File: src/rtl/hazard_pkg.sv
// Shared constants for the ID->EXE hazard scheduler: register-file size,
// scoreboard counter width and the stall latencies charged per mode.
package hazard_pkg;

  localparam int NREG      = 16;
  localparam int IDX_W     = $clog2(NREG);
  localparam int CNT_W     = 2;
  localparam int LAT_LDFWD = 1;
  localparam int LAT_NOFWD = 2;
  localparam int PERF_W    = 16;

  typedef logic [IDX_W-1:0] reg_idx_t;

endpackage

File: src/rtl/hazard_scheduler_if.sv
// ID-stage instruction descriptor plus the scheduler's per-cycle decisions.
// master = decode stage (drives the descriptor), slave = scheduler.
interface hazard_scheduler_if #(
  parameter int IDX_W = hazard_pkg::IDX_W
);

  logic             id_valid;
  logic [IDX_W-1:0] id_src1;
  logic [IDX_W-1:0] id_src2;
  logic             id_two_src;
  logic             id_wb_en;
  logic             id_mem_r_en;
  logic [IDX_W-1:0] id_dest;
  logic             hazard;
  logic             issue;
  logic             flush_id;

  modport master (
    output id_valid, id_src1, id_src2, id_two_src, id_wb_en, id_mem_r_en, id_dest,
    input  hazard, issue, flush_id
  );

  modport slave (
    input  id_valid, id_src1, id_src2, id_two_src, id_wb_en, id_mem_r_en, id_dest,
    output hazard, issue, flush_id
  );

endinterface

File: src/rtl/hazard_sb_entry.sv
// One scoreboard slot: cycles until the pending result for this register is
// visible to ID. A new charge overrides the decrement of the same cycle.
module hazard_sb_entry #(
  parameter int CNT_W = hazard_pkg::CNT_W
) (
  input  logic             clk,
  input  logic             rst_n,
  input  logic             charge,
  input  logic [CNT_W-1:0] charge_val,
  input  logic             dec_en,
  output logic             busy
);

  logic [CNT_W-1:0] cnt_reg;

  // Counter: load on charge, otherwise count down to zero while the pipe moves.
  always_ff @(posedge clk or negedge rst_n) begin
    if (!rst_n) begin
      cnt_reg <= '0;
    end else if (charge) begin
      cnt_reg <= charge_val;
    end else if (dec_en && (cnt_reg != '0)) begin
      cnt_reg <= cnt_reg - CNT_W'(1);
    end
  end

  assign busy = (cnt_reg != '0);

endmodule

File: src/rtl/hazard_scheduler.sv
// Issue/stall scheduler for the ID->EXE boundary. Looks up the source
// registers of the ID instruction in a scoreboard of down-counters, raises
// hazard while any source is still in flight, and charges the destination
// register when a write-back instruction issues.
module hazard_scheduler
  import hazard_pkg::*;
#(
  parameter int NREG      = hazard_pkg::NREG,
  parameter int CNT_W     = hazard_pkg::CNT_W,
  parameter int LAT_LDFWD = hazard_pkg::LAT_LDFWD,
  parameter int LAT_NOFWD = hazard_pkg::LAT_NOFWD,
  parameter int PERF_W    = hazard_pkg::PERF_W
) (
  input  logic              clk,
  input  logic              rst_n,
  input  logic              Forward_En,
  input  logic              mem_freeze,
  input  logic              branch_taken,
  input  logic              perf_clr,
  hazard_scheduler_if.slave id_bus,
  output logic [PERF_W-1:0] stall_cycles
);

  localparam int IDX_W = $clog2(NREG);
  localparam logic [CNT_W-1:0] LD_FWD_VAL = CNT_W'(LAT_LDFWD);
  localparam logic [CNT_W-1:0] NO_FWD_VAL = CNT_W'(LAT_NOFWD);

  logic [NREG-1:0]   busy;
  logic              raw;
  logic              hazard_c;
  logic              issue_c;
  logic              charge_en;
  logic [CNT_W-1:0]  charge_val;
  logic [PERF_W-1:0] stall_cycles_reg;

  // Hazard/issue decision on start-of-cycle scoreboard state. The source
  // lookup uses registered counters, so an instruction that reads its own
  // destination never blocks itself.
  always_comb begin
    raw      = id_bus.id_valid &
               (busy[id_bus.id_src1] | (id_bus.id_two_src & busy[id_bus.id_src2]));
    hazard_c = raw & ~branch_taken;
    issue_c  = id_bus.id_valid & ~hazard_c & ~branch_taken & ~mem_freeze;
  end

  assign id_bus.hazard   = hazard_c;
  assign id_bus.issue    = issue_c;
  assign id_bus.flush_id = branch_taken;

  // Charge decode: with forwarding only loads need a bubble; without it every
  // write-back must reach the register file first.
  always_comb begin
    charge_en  = issue_c & id_bus.id_wb_en & (~Forward_En | id_bus.id_mem_r_en);
    charge_val = Forward_En ? LD_FWD_VAL : NO_FWD_VAL;
  end

  for (genvar gi = 0; gi < NREG; gi++) begin : g_sb
    hazard_sb_entry #(
      .CNT_W(CNT_W)
    ) u_entry (
      .clk        (clk),
      .rst_n      (rst_n),
      .charge     (charge_en && (id_bus.id_dest == IDX_W'(gi))),
      .charge_val (charge_val),
      .dec_en     (~mem_freeze),
      .busy       (busy[gi])
    );
  end

  // Stall-cycle counter: counts real (unfrozen) bubbles, saturates, clear wins.
  always_ff @(posedge clk or negedge rst_n) begin
    if (!rst_n) begin
      stall_cycles_reg <= '0;
    end else if (perf_clr) begin
      stall_cycles_reg <= '0;
    end else if (hazard_c && !mem_freeze && !(&stall_cycles_reg)) begin
      stall_cycles_reg <= stall_cycles_reg + PERF_W'(1);
    end
  end

  assign stall_cycles = stall_cycles_reg;

endmodule

File: src/flat_wrapper.sv
// flat-port wrapper written by rule: the top's interface ports become plain ports
module hazard_scheduler_flat import hazard_pkg::*;
#(
  parameter int NREG      = hazard_pkg::NREG,
  parameter int CNT_W     = hazard_pkg::CNT_W,
  parameter int LAT_LDFWD = hazard_pkg::LAT_LDFWD,
  parameter int LAT_NOFWD = hazard_pkg::LAT_NOFWD,
  parameter int PERF_W    = hazard_pkg::PERF_W
)
  (clk, rst_n, Forward_En, mem_freeze, branch_taken, perf_clr, stall_cycles, id_bus_id_valid, id_bus_id_src1, id_bus_id_src2, id_bus_id_two_src, id_bus_id_wb_en, id_bus_id_mem_r_en, id_bus_id_dest, id_bus_hazard, id_bus_issue, id_bus_flush_id);
  hazard_scheduler_if #(.IDX_W(4)) id_bus_i ();
  input  logic clk;
  input  logic rst_n;
  input  logic Forward_En;
  input  logic mem_freeze;
  input  logic branch_taken;
  input  logic perf_clr;
  output logic [PERF_W-1:0] stall_cycles;
  input wire logic [$bits(id_bus_i.id_valid)-1:0] id_bus_id_valid;
  input wire logic [$bits(id_bus_i.id_src1)-1:0] id_bus_id_src1;
  input wire logic [$bits(id_bus_i.id_src2)-1:0] id_bus_id_src2;
  input wire logic [$bits(id_bus_i.id_two_src)-1:0] id_bus_id_two_src;
  input wire logic [$bits(id_bus_i.id_wb_en)-1:0] id_bus_id_wb_en;
  input wire logic [$bits(id_bus_i.id_mem_r_en)-1:0] id_bus_id_mem_r_en;
  input wire logic [$bits(id_bus_i.id_dest)-1:0] id_bus_id_dest;
  output wire logic [$bits(id_bus_i.hazard)-1:0] id_bus_hazard;
  output wire logic [$bits(id_bus_i.issue)-1:0] id_bus_issue;
  output wire logic [$bits(id_bus_i.flush_id)-1:0] id_bus_flush_id;
  assign id_bus_i.id_valid = id_bus_id_valid;
  assign id_bus_i.id_src1 = id_bus_id_src1;
  assign id_bus_i.id_src2 = id_bus_id_src2;
  assign id_bus_i.id_two_src = id_bus_id_two_src;
  assign id_bus_i.id_wb_en = id_bus_id_wb_en;
  assign id_bus_i.id_mem_r_en = id_bus_id_mem_r_en;
  assign id_bus_i.id_dest = id_bus_id_dest;
  assign id_bus_hazard = id_bus_i.hazard;
  assign id_bus_issue = id_bus_i.issue;
  assign id_bus_flush_id = id_bus_i.flush_id;
  hazard_scheduler #(.NREG(NREG), .CNT_W(CNT_W), .LAT_LDFWD(LAT_LDFWD), .LAT_NOFWD(LAT_NOFWD), .PERF_W(PERF_W)) u_core (.clk(clk), .rst_n(rst_n), .Forward_En(Forward_En), .mem_freeze(mem_freeze), .branch_taken(branch_taken), .perf_clr(perf_clr), .id_bus(id_bus_i), .stall_cycles(stall_cycles));
endmodule
File: config.mk
export PLATFORM = sky130hd
export DESIGN_NAME = hazard_scheduler_flat
export DESIGN_NICKNAME = d
export VERILOG_FILES = /design/src/rtl/hazard_pkg.sv /design/src/rtl/hazard_scheduler_if.sv /design/src/rtl/hazard_sb_entry.sv /design/src/rtl/hazard_scheduler.sv /design/src/flat_wrapper.sv
export SDC_FILE = /design/constraint.sdc
export NUM_CORES = 1
export LEC_CHECK = 0
export BUFFER_PORTS_ARGS = -buffer_cell sky130_fd_sc_hd__buf_2
export CORE_MARGIN = 10
export CORE_UTILIZATION = 30
export CTS_CLUSTER_DIAMETER = 30
export DETAILED_ROUTE_END_ITERATION = 7
export GPL_ROUTABILITY_DRIVEN = 0
export MAX_ROUTING_LAYER = met4
export PLACE_DENSITY = 0.57
export REMOVE_ABC_BUFFERS = 1
export SYNTH_ARGS = -nofsm -noshare
export SYNTH_HDL_FRONTEND = slang
export SYNTH_SLANG_ARGS = --single-unit
File: constraint.sdc
create_clock -name clk -period 3 [get_ports clk]
set_input_delay 0.15 -clock clk [delete_from_list [all_inputs] [get_ports clk]]
set_output_delay 0.15 -clock clk [all_outputs]
set_load 0.03 [all_outputs]
# [After elaboration in Yosys (flattened, before gate mapping)]
# Cells that the tools add are included.
[classes] reduce_logical=71 muxes=39 bitwise_logic=14 n_eq_ne=15 n_addsub=17 n_lt_le_gt_ge=2
[op_table] cell="2-bit 2-to-1 mux" count=33
[op_table] cell="2-bit nonzero test" count=33
[op_table] cell="1-bit logical AND" count=34
[op_table] cell="4-bit == test (second input constant)" count=8
[op_table] cell="16-bit 2-to-1 mux" count=2
[op_table] cell="2-bit by 1-bit subtractor with 2-bit output (second input constant)" count=16
[op_table] cell="16-bit by 1-bit adder with 16-bit output (second input constant)" count=1
[op_table] cell="4-bit by 3-bit == test with 1-bit output (second input constant)" count=4
[op_table] cell="16-bit AND reduction" count=1
[op_table] cell="4-bit by 5-bit less-than comparator with 1-bit output (second input constant)" count=2
[op_table] cell="1-bit AND" count=8
[op_table] cell="1-bit binary-select mux with 4-bit select" count=2
[op_table] cell="4-bit by 2-bit == test with 1-bit output (second input constant)" count=2
[op_table] cell="4-bit by 1-bit == test with 1-bit output (second input constant)" count=1
[op_table] cell="4-bit logical NOT" count=1
[op_table] cell="1-bit NOT" count=4
[op_table] cell="1-bit logical NOT" count=2
[op_table] cell="1-bit 2-to-1 mux" count=2
[op_table] cell="1-bit OR" count=2
[totals] elab_cells=175 output_inout_bits=19 register_bits=48 inputBits=22

# [Logic depth before layout (Yosys ltp)]
[logic_depth] ltp_word=15 mapped_depth=8 depth_no_buf=7

# [Cells and area by module]
# A second synthesis with hierarchy kept.
[hier_totals] hier_cells=368 area_unflattened_um2=3638.5
[modules_own_cells] mod="hazard_sb_entry" seq_area_each_um2=50.0 cells_per_inst=13 instances=16 area_each_um2=135.1
[modules_own_cells] mod="hazard_scheduler" seq_area_each_um2=400.4 cells_per_inst=160 instances=1 area_each_um2=1476.4

# [Worst setup path before layout]
# No wires, ideal clock.
[synth_timing] kind="reg-to-output" startpoint="reg u_core.g_sb[9].u_entry.cnt_reg[0]" endpoint="out id_bus_hazard" setup_slack_ps=629 t_required_ps=2850 stages_incl_launch_ff=8 path_buffers=1 arrival_ps=2221 cell_sequence="dfrtp_1 > inv_1 > ha_1 > mux4_1 > a22oi_4 > o311ai_4 > buf_6 > a21oi_1"
[synth_between] elab_chain_cells=7 elab_cells_between_ends=9 cone_classes="mux (4); bitwise (4); reduce/logical (1)"
[synth_rtl] element="start, declared" line_no="hazard_sb_entry.sv:14" rtl="logic [CNT_W-1:0] cnt_reg;"
[synth_rtl] element="start signal, assigned" line_no="hazard_sb_entry.sv:21" rtl="cnt_reg <= charge_val;"
[synth_rtl] element="start signal, assigned" line_no="hazard_sb_entry.sv:23" rtl="cnt_reg <= cnt_reg - CNT_W'(1);"
[synth_rtl] element="2-bit nonzero test *" line_no="hazard_sb_entry.sv:27" rtl="assign busy = (cnt_reg != '0);"
[synth_rtl] element="1-bit binary-select mux with 4-bit select" line_no="hazard_scheduler.sv:41" rtl="(busy[id_bus.id_src1] | (id_bus.id_two_src & busy[id_bus.id_src2]));"
[synth_rtl] element="1-bit 2-to-1 mux (implied by the code)" line_no="hazard_scheduler.sv:41"
[synth_rtl] element="1-bit AND" line_no="hazard_scheduler.sv:41"
[synth_rtl] element="1-bit OR *" line_no="hazard_scheduler.sv:41"
[synth_rtl] element="1-bit AND *" line_no="hazard_scheduler.sv:40" rtl="raw = id_bus.id_valid &"
[synth_rtl] element="1-bit AND *" line_no="hazard_scheduler.sv:42" rtl="hazard_c = raw & ~branch_taken;"
[synth_rtl] element="end, declared" line_no="flat_wrapper.sv:26" rtl="output wire logic [$bits(id_bus_i.hazard)-1:0] id_bus_hazard;"
# Mark *: on every way between the ends. The rest lies on a longest branch, timed or not. The select of a mux whose other input is x is not followed.

# [Final worst setup path]
[layout_timing] startpoint="reg u_core.g_sb[1].u_entry.cnt_reg[0]" endpoint="out id_bus_issue"
[layout_between] elab_chain_cells=11 elab_cells_between_ends=13 cone_classes="mux (4); bitwise (8); reduce/logical (1)"
[layout_rtl] element="start, declared" line_no="hazard_sb_entry.sv:14"
[layout_rtl] element="start signal, assigned" line_no="hazard_sb_entry.sv:21"
[layout_rtl] element="start signal, assigned" line_no="hazard_sb_entry.sv:23"
[layout_rtl] element="2-bit nonzero test *" line_no="hazard_sb_entry.sv:27"
[layout_rtl] element="1-bit binary-select mux with 4-bit select" line_no="hazard_scheduler.sv:41"
[layout_rtl] element="1-bit 2-to-1 mux (implied by the code)" line_no="hazard_scheduler.sv:41"
[layout_rtl] element="1-bit AND" line_no="hazard_scheduler.sv:41"
[layout_rtl] element="1-bit OR *" line_no="hazard_scheduler.sv:41"
[layout_rtl] element="1-bit AND *" line_no="hazard_scheduler.sv:40"
[layout_rtl] element="1-bit AND *" line_no="hazard_scheduler.sv:42"
[layout_rtl] element="1-bit NOT *" line_no="hazard_scheduler.sv:43" rtl="issue_c = id_bus.id_valid & ~hazard_c & ~branch_taken & ~mem_freeze;"
[layout_rtl] element="1-bit AND * (3 in series)" line_no="hazard_scheduler.sv:43"
[layout_rtl] element="end, declared" line_no="flat_wrapper.sv:27" rtl="output wire logic [$bits(id_bus_i.issue)-1:0] id_bus_issue;"
# Marked as above.

==> summary.log <==
INFO  critical_path  list_of_cells_traversed_by_the_critical_path=inv_1, ha_1, mux4_1, o22ai_1, o311ai_4, and3_1, buf_2
INFO  global_route   groute.usage.overall=10.43%
INFO  place          portBuffers=40
INFO  detailed_routing drt_drc_violations_left=0
INFO  synthesis      ys_types=38
INFO  job            max_cap_violations=0
INFO  power          lkg_pwr=1.954nW
INFO  power          clkPwrFrac=22.8%
INFO  timing         setup-tns-final=0ns
INFO  timing         maxClockFrequency=348.3MHz
INFO  timing         worst_slew_pin_slew=1.120ns
INFO  hold_path      min_delay_path_depth=4
INFO  floorplanning  die_w=129.1um
INFO  synthesis      seq_area_frac_synth=33.66%
INFO  global_route   antenna_found_initial=0
INFO  power          power_switching=1.029mW
INFO  timing         finalCritPeriodShare=95.69%
INFO  global_route   vias_in_the_first_global_route=2786
INFO  clock_network  cts_post_setup_buffers_inserted=0
INFO  clock_network  tritoncts_clock_tree=done
INFO  critical_path  ff2ff_setup_slack=0.16ns
INFO  critical_path  timing.critical_path.slowest_cell_delay=0.92ns
INFO  timing         finalMaxSlewViolations=0
INFO  floorplanning  floorplan.die_area=16660um2
INFO  critical_path  r2r_start=u_core.g_sb[1].u_entry.cnt_reg[0]
INFO  global_route   grt_max_degree=36
INFO  global_route   overflow=0
INFO  synthesis      synth_area_leaders=dfrtp_1 (34%), mux2_2 (11%), ha_1 (6.0%)
INFO  synthesis      synth_area=3568um2
INFO  critical_path  wp_data_required=2.85ns
INFO  critical_path  cp_data_arrival_time=2.72ns
INFO  synthesis      synthesis.instances=364
INFO  power          intPower=2.085mW
INFO  synthesis      synthArstFlopShare=100.0%
INFO  critical_path  capture_instance_of_the_worst_register_to_register_path=u_core.g_sb[4].u_entry.cnt_reg[0]
INFO  outcome        run_status=completed
INFO  synthesis      register_bit_total_from_synthesis=48
INFO  place          hpwl=6213um
INFO  floorplanning  floorplan.io_pins=41
INFO  detailed_routing length_of_the_first_detailed_routing_pass_in_iterations=4
INFO  hold_path      worst_hold_startpoint=id_bus_id_dest[3]
INFO  synthesis      ys.warnings.count=0
INFO  synthesis      synth.largest_area_cell=dfrtp_1
INFO  timing         finClkSkew=0.007611ns
INFO  timing         setup_viol=0
INFO  hold_path      hold_class=in -> reg
INFO  clock_network  clkLatencyLatePin=0.29ns
INFO  final_layout   area_growth=14.66%
INFO  critical_path  crit_start=u_core.g_sb[1].u_entry.cnt_reg[0]
INFO  power          power.share.combinational=47.2%
INFO  synthesis      synthesized_area_per_cell=9.803um2
INFO  clock_network  cts.path.max_buffers=2
INFO  clock_network  clk_pin_slew_worst_paths=0.06ns
INFO  power          peakVddDrop=0.2798mV
INFO  critical_path  timing.critical_path.slowest_stage_cell=o311ai_4
INFO  final_layout   diode_count=0
INFO  clock_network  total_number_of_h_tree_levels=2
INFO  detailed_routing detail_route.vias_per_cell=5.153
INFO  detailed_routing route.vias.total=2788
INFO  detailed_routing postRouteAntennaNets=0
INFO  floorplanning  core_region_area=11520um2
INFO  clock_network  cts-root-buf=clkbuf_16
INFO  power          netSwitchingFraction=33.05%
INFO  floorplanning  die_h=129.1um
INFO  power          power.density_cell_area=761.2nW/um2
INFO  critical_path  cp-start-kind=flop
INFO  final_layout   postLayoutCoreUtil=35.53%
INFO  hold_path      hold_end=u_core.g_sb[0].u_entry.cnt_reg[1]
INFO  global_route   global_route_wire_length_before_repair=13820um
INFO  detailed_routing wirelength=8340um
INFO  final_layout   final_net_count=437
INFO  detailed_routing route.detailed.wl_per_inst=15.42um
INFO  floorplanning  start_util=30.99%
INFO  critical_path  setup.worst_path.end_class=output pin
INFO  timing         rsz0062_at_grt=true
INFO  timing         finalHoldViolCount=0
INFO  final_layout   fillers=1171
INFO  final_layout   final_layout_size_suffix_gt1_share=24.12%
INFO  floorplanning  floorplan.rows=39
INFO  timing         maxSlewHeadroom=25.19%
INFO  power          report.power.total=3.114mW
INFO  synthesis      synth-edff-count=0
INFO  critical_path  critPathMaxFanout=28
INFO  clock_network  cts_made_buffers=5
INFO  clock_network  tritoncts_num_sinks=48
INFO  power          seq_power_share=30.0%
INFO  critical_path  path_class=reg -> out
INFO  detailed_routing drt_iter0_drc=263
INFO  synthesis      synth-main-ff-cell=dfrtp_1
INFO  critical_path  r2r.worst_path.cells=7
INFO  timing         min_period=2.871ns
INFO  final_layout   largest_register_ff_count=32
INFO  synthesis      fraction_of_synthesized_cell_area_taken_by_the_top_area_cell_type=33.66%
per-stage QoR:
step	instances	setup WS, ns	area [um2]	hold slack [ns]
floorplan	346	0.4577	3478	-0.1456
global placement	533	0.1748	3887	0.2947
detailed placement	533	0.1755	3887	0.3035
CTS	541	0.1411	4083	0.3211
global route	541	-0.002513	4091	0.3520
finish	541	0.1292	4091	0.3258
repair_timing:
action / in CTS / in global routing
resized for setup: 0 / 1
setup endpoints to repair: 0 / 1
hold endpoints to repair: 4 / 0
hold buffers: 1 / 0
how the worst max path moves through the flow:
stage                                              to  slack, ns
finish                                   id_bus_issue       0.13
global route        u_core.g_sb[4].u_entry.cnt_reg[0]     -0.003
CTS                                      id_bus_issue       0.14
detailed placement  u_core.g_sb[4].u_entry.cnt_reg[0]       0.18
global placement    u_core.g_sb[4].u_entry.cnt_reg[0]       0.17
floorplan           u_core.g_sb[0].u_entry.cnt_reg[0]       0.46
synthesized netlist by cell type (8+ instances only):
master / number
mux2i_1: 20
nand2b_1: 9
nor2_1: 42
nor2b_1: 16
dfrtp_1: 48
ha_1: 17
inv_1: 34
nand3_1: 10
mux2_2: 35
nand4_1: 28
and3_1: 8
mux2_1: 12
nand2_1: 9
xnor2_1: 16
clkbuf_1: 11
cell families after synthesis:
| family | Yosys count | share of synthesized area (%) |
|---|---|---|
| fa+ha+maj | 17 | 5.961 |
| buf+inv | 52 | 6.101 |
| simple gates | 135 | 19.60 |
| xor+xnor | 16 | 3.927 |
| mux | 75 | 25.56 |
| compound gates | 21 | 5.189 |
| flops | 48 | 33.66 |
power by group through the flow:
stage	clock network (mW)	registers, mW	logic, mW
after floorplan	0	0.940	1.13
after global placement	0	0.943	1.38
after detailed placement	0	0.949	1.47
after CTS	0.735	0.937	1.48
after global routing	0.752	0.955	1.66
final	0.709	0.936	1.47
layout make-up:
| type | count | area [um2] | area share, % |
|---|---|---|---|
| multi-input cells | 264 | 2158 | 52.75 |
| flip-flops and latches | 48 | 1201 | 29.36 |
| repair buffers | 45 | 240.2 | 5.872 |
| well taps | 143 | 178.9 | 4.373 |
| inverters | 34 | 127.6 | 3.119 |
| clock buffers | 5 | 125.1 | 3.058 |
| clock inverters | 2 | 60.06 | 1.468 |
per-layer routing:
layer	GRT usage, %	vias up	part of all wire (%)
met1	13.08	1352	48
li1	-	1354	-
met3	3.100	6	7.2
met5	-	-	0
met4	2.274	0	0.77
met2	16.29	76	44
worst max-delay path, delay by kind of cell, from the launching register on:
family | cells | cell delay, ns
AO/OA/AOI/OAI | 2 | 1.04
multiplexers | 1 | 0.25
buffers and inverters | 2 | 0.28
flip-flops | 1 | 0.36
adder cells (fa/ha/maj) | 1 | 0.20
AND/OR/NAND/NOR | 1 | 0.30
cells in the final DEF (no fill, tap or decap), drive strengths merged, types with 9 or more instances in the layout:
| cell | netlist | final |
|---|---|---|
| mux2 | 47 | 47 |
| buf | 7 | 44 |
| dfrtp | 48 | 48 |
| nor2 | 42 | 42 |
| nand2 | 9 | 9 |
| nand2b | 9 | 9 |
| nand4 | 28 | 28 |
| inv | 34 | 34 |
| ha | 17 | 17 |
| xnor2 | 16 | 16 |
| nand3 | 10 | 10 |
| nor2b | 16 | 16 |
| mux2i | 21 | 21 |
(Power assumes the default switching activity.)
